File: config.mk
export PLATFORM = sky130hd
export DESIGN_NAME = muldiv_unit
export DESIGN_NICKNAME = d
export VERILOG_FILES = /design/src/rtl/muldiv_unit.sv
export SDC_FILE = /design/constraint.sdc
export NUM_CORES = 1
export LEC_CHECK = 0
export ABC_AREA = 1
export CORE_AREA = 3 3 210 212
export DETAILED_ROUTE_END_ITERATION = 6
export DIE_AREA = 0 0 213 215
export SKIP_CTS_REPAIR_TIMING = 1
export SYNTH_ARGS = -nofsm -noshare
export SYNTH_HDL_FRONTEND = slang
export SYNTH_SLANG_ARGS = --single-unit
export TNS_END_PERCENT = 1
File: constraint.sdc
create_clock -name clk -period 7.5 [get_ports clk]
set_input_delay 1.5 -clock clk [delete_from_list [all_inputs] [get_ports clk]]
set_output_delay 1.5 -clock clk [all_outputs]
set_load 0.01 [all_outputs]
File: src/rtl/muldiv_unit.sv
// Iterative RV32M multiply/divide unit: one shift-add or restoring-divide step per cycle,
// with a one-cycle path for divide-by-zero and signed overflow.
module muldiv_unit #(
  parameter int XLEN = 32
) (
  input  logic            clk,
  input  logic            rst,
  input  logic            start,
  input  logic [2:0]      funct3,
  input  logic [XLEN-1:0] op_a,
  input  logic [XLEN-1:0] op_b,
  output logic [XLEN-1:0] result,
  output logic            done,
  output logic            busy,
  output logic            stall
);

  localparam int CW = $clog2(XLEN);
  localparam logic [XLEN-1:0] MIN_INT = {1'b1, {(XLEN-1){1'b0}}};
  localparam logic [XLEN-1:0] ONES    = '1;
  localparam logic [CW-1:0]   LAST    = CW'(XLEN - 1);

  typedef enum logic [1:0] {IDLE, BUSY, DONE} state_t;

  state_t state, state_next;

  logic [CW-1:0]     count;
  logic [2:0]        op;
  logic              neg_q;
  logic              neg_r;
  logic [XLEN-1:0]   b_mag;
  logic [2*XLEN-1:0] acc;

  logic              accept;
  logic              a_signed, b_signed, a_neg, b_neg;
  logic [XLEN-1:0]   a_mag_in, b_mag_in;
  logic              fast_zero, fast_ovf, fast;
  logic [XLEN-1:0]   fast_val;

  assign accept = start && (state == IDLE || state == DONE);
  assign stall  = accept || busy;

  // Operand decode at accept: magnitudes and sign flags are latched, raw operands are not.
  assign a_signed = funct3 inside {3'd1, 3'd2, 3'd4, 3'd6};
  assign b_signed = funct3 inside {3'd1, 3'd4, 3'd6};
  assign a_neg    = a_signed && op_a[XLEN-1];
  assign b_neg    = b_signed && op_b[XLEN-1];
  assign a_mag_in = a_neg ? -op_a : op_a;
  assign b_mag_in = b_neg ? -op_b : op_b;

  assign fast_zero = funct3[2] && (op_b == '0);
  assign fast_ovf  = (funct3 == 3'd4 || funct3 == 3'd6) && (op_a == MIN_INT) && (op_b == ONES);
  assign fast      = fast_zero || fast_ovf;

  always_comb begin
    fast_val = '0;
    if (fast_zero)
      fast_val = funct3[1] ? op_a : ONES;
    else if (funct3 == 3'd4)
      fast_val = MIN_INT;
  end

  // One iteration: acc holds {partial, multiplier} for multiply or {remainder, dividend} for divide.
  logic [XLEN:0]     mul_sum;
  logic [XLEN:0]     div_shift;
  logic              div_ge;
  logic [XLEN-1:0]   div_diff;
  logic [2*XLEN-1:0] acc_step;

  always_comb begin
    mul_sum   = {1'b0, acc[2*XLEN-1:XLEN]} + (acc[0] ? {1'b0, b_mag} : '0);
    div_shift = acc[2*XLEN-1:XLEN-1];
    div_ge    = div_shift >= {1'b0, b_mag};
    div_diff  = div_shift[XLEN-1:0] - b_mag;
    if (op[2])
      acc_step = {(div_ge ? div_diff : div_shift[XLEN-1:0]), acc[XLEN-2:0], div_ge};
    else
      acc_step = {mul_sum, acc[XLEN-1:1]};
  end

  // Sign correction of the finished magnitude result.
  logic [2*XLEN-1:0] prod_fix;
  logic [XLEN-1:0]   quo, rem, final_val;

  always_comb begin
    prod_fix  = neg_q ? -acc_step : acc_step;
    quo       = acc_step[XLEN-1:0];
    rem       = acc_step[2*XLEN-1:XLEN];
    final_val = '0;
    case (op)
      3'd0:                final_val = prod_fix[XLEN-1:0];
      3'd1, 3'd2, 3'd3:    final_val = prod_fix[2*XLEN-1:XLEN];
      3'd4, 3'd5:          final_val = neg_q ? -quo : quo;
      default:             final_val = neg_r ? -rem : rem;
    endcase
  end

  always_ff @(posedge clk) begin
    if (rst)
      state <= IDLE;
    else
      state <= state_next;
  end

  always_comb begin
    state_next = state;
    case (state)
      IDLE, DONE: begin
        if (start)
          state_next = fast ? DONE : BUSY;
        else
          state_next = IDLE;
      end
      BUSY: begin
        if (count == LAST)
          state_next = DONE;
      end
      default: state_next = IDLE;
    endcase
  end

  always_ff @(posedge clk) begin
    if (rst) begin
      result <= '0;
      done   <= 1'b0;
      busy   <= 1'b0;
      count  <= '0;
      op     <= '0;
      neg_q  <= 1'b0;
      neg_r  <= 1'b0;
      b_mag  <= '0;
      acc    <= '0;
    end else begin
      case (state)
        IDLE, DONE: begin
          if (start) begin
            op    <= funct3;
            neg_q <= a_neg ^ b_neg;
            neg_r <= a_neg;
            b_mag <= b_mag_in;
            acc   <= {{XLEN{1'b0}}, a_mag_in};
            count <= '0;
            if (fast) begin
              result <= fast_val;
              done   <= 1'b1;
              busy   <= 1'b0;
            end else begin
              done <= 1'b0;
              busy <= 1'b1;
            end
          end else begin
            done <= 1'b0;
          end
        end
        BUSY: begin
          acc   <= acc_step;
          count <= count + 1'b1;
          if (count == LAST) begin
            busy   <= 1'b0;
            done   <= 1'b1;
            result <= final_val;
          end
        end
        default: ;
      endcase
    end
  end

endmodule
==> qor.txt <==
status -> finished with violations
failing checks -> DRC
worst reg-to-reg setup slack -> 1960 ps
Layout Nets -> 3211
post-synthesis sequential area ratio -> 0.1687
endpoint class of the critical path -> register
Rel. slew slack -> 0.1456
asr flop ratio synth -> 0
I/O pin cnt -> 105
initial antenna violation count -> 1
reg2reg start -> acc[0]
CTS tree -> built
sw power -> 1483 uW
final-report max-slew violation count -> 0
sequential fraction of design power -> 0.271
Post-synth EDFFs -> 0
clock slew at reported path FFs -> 70 ps
Pwr Density -> 170.4 nW/um^2
# fillers -> 4624
RSZ-0062 raised after global routing -> false
synth unique cells -> 57
LEAKAGE -> 0.009109 uW
max frequency -> 178.9 MHz
Final Hold Viols -> 0
CTS buffer count -> 17
r2r endpoint -> result[25]
via/cell ratio -> 5.679
Post-Syn Area per Cell -> 5.533 sq um
clk buf depth -> 2
Min-Delay Path Class -> register to register
worst vdd ir -> 183.5 uV
Initial DRC Count -> 2457
P_int -> 1711 uW
drt pass-1 iters -> 7
top_reg_cell synth -> dfxtp_1
GR peak layer -> met2
synth warn -> 0
gr usage total -> 0.3230
post-route minimum period -> 5589 ps
Root Driver -> clkbuf_16
fin crit share -> 0.7452
detailed placement HPWL -> 59500 um
Die Y-Extent -> 215 um
Register Area -> 2848 sq um
H-tree levels -> 4
Clk network pwr share -> 0.282
Max FO, Critical Path -> 25
DIE WIDTH -> 213 um
final setup fails -> 0
syn_nets -> 3188
largest net degree at the start of global routing -> 83
worst slew pin tran -> 1277 ps
PortBufs -> 104
final setup TNS -> 0 ps
FF+latch count, synth -> 142
drt wl/cell -> 20.88 um
Final Skew -> 18.13 ps
multi-input logic area -> 11770 sq um
CTS sink count -> 142
drc violations -> 3
Data arrival, critical path -> 5980 ps
number of global-route vias before repair -> 19090
hold wc startpoint -> count[4]
met2 usage in global routing -> 0.4694
Starting Density -> 0.3999
layout cells sized above 1 -> 0.05615
Routed WL -> 75570 um
critical path class -> primary input to register
Min Hold Slack -> 471.3 ps
first-pass GRT wire length -> 113700 um
synth top area cells -> nand2_1 (20%), dfxtp_1 (17%), inv_1 (9.7%)
area leader, netlist -> nand2_1
gp weighted congestion -> 1.062
clock latency on the worst-skew pair -> 470 ps
share of the synthesized area in the top cell type -> 0.1952
Antenna diodes -> 0
Remaining Overflow, GRT -> 0
most frequent cell after synthesis -> nand2_1
Hold Path Depth -> 2
worst endpoint required time -> 7890 ps
Die Area -> 45800 sq um
WHS Endpoint -> count[4]
Routed Antenna Nets -> 0
share of total power in combinational logic -> 0.447
synthesized instance count -> 3045
GR Util met3 -> 0.09815
Util after Layout -> 0.4448
Syn-to-layout area delta -> 11.24%
met1 Usage GRT -> 0.4438
r2r worst-path depth -> 20
Post-Syn Area -> 16850 sq um
core area -> 42130 sq um
total of max-cap violations -> 0
row count -> 75
Switching Fraction -> 0.4643
DR vias -> 20560
CP Launch Type -> primary input
Synth top cells by count -> nand2_1 (876), inv_1 (437), a21oi_1 (261)
-- final cells by class --
class                   instances  share of cell area
repair buffers                119             0.06129
flip-flops and latches        142              0.1519
multi-input cells            2330              0.6281
inverters                     458             0.09173
clock buffers                  19             0.02423
clock inverters                13            0.006743
well taps                     539             0.03598
-- power by group through the flow --
| stage | clock network, uW | logic (uW) | registers (uW) |
|---|---|---|---|
| 2_1_floorplan | 0 | 939 | 860 |
| 3_3_place_gp | 0 | 1380 | 877 |
| 3_5_place_dp | 0 | 1380 | 878 |
| 4_1_cts | 903 | 1390 | 862 |
| 5_1_grt | 930 | 1560 | 871 |
| 6_report | 900 | 1430 | 865 |
-- layer usage --
layer / share of wire / routed length, um
met5: 0 / 0
met3: 0.12 / 8692
met1: 0.42 / 32030
met4: 0.042 / 3155
met2: 0.42 / 31690
-- worst max-delay path by stage --
stage	startpoint	endpoint	slack (ps)
after floorplan	b_mag[19]	result[10]	3670
after global placement	funct3[1]	b_mag[28]	1590
after detailed placement	funct3[1]	b_mag[28]	1620
after CTS	funct3[1]	b_mag[28]	2120
after global routing	b_mag[27]	result[20]	1640
final	funct3[1]	b_mag[28]	1910
-- flip-flops by register name, summed over array words and instances (netlist names) --
name	cells
done	1
neg_r	1
count	5
acc	64
state	2
neg_q	1
op	3
busy	1
b_mag	32
result	32
-- stage by stage --
step,setup WS (ps),power [uW],instance area [sq um],std cells
global placement,1594,2261,18160,3588
global route,1641,3359,18740,3620
CTS,2121,3153,18740,3620
finish,1911,3194,18740,3620
floorplan,3673,1799,16850,3045
detailed placement,1625,2260,18160,3588
-- cell families after synthesis --
group,count (synthesis),share of synthesized area
adders and majority gates,73,0.05510
buffers and inverters,573,0.1340
DFF,142,0.1687
and+or+nand+nor,1599,0.4142
xor gates and xnor gates,85,0.04419
AOI/OAI and AO/OA,573,0.1839
-- critical path, stage by stage --
cell and delay, ps:
clkdlybuf4s50_1 1230, inv_1 540, nand3_1 260, o21ai_0 150, nand2_1 530, clkinv_1 630
nand2_1 270, o21ai_0 170, xor2_1 390, o21ai_0 130, inv_1 170
-- placed cells by master (no fill, tap or decap), types with 64 or more instances in the layout --
master,instances
nand2_1,875
inv_1,437
a21oi_1,261
nor2_1,249
nand3_1,244
o21ai_0,215
dfxtp_1,140
clkdlybuf4s50_1,103
ha_1,71
xor2_1,64
Power figures use the tool's default switching activity.
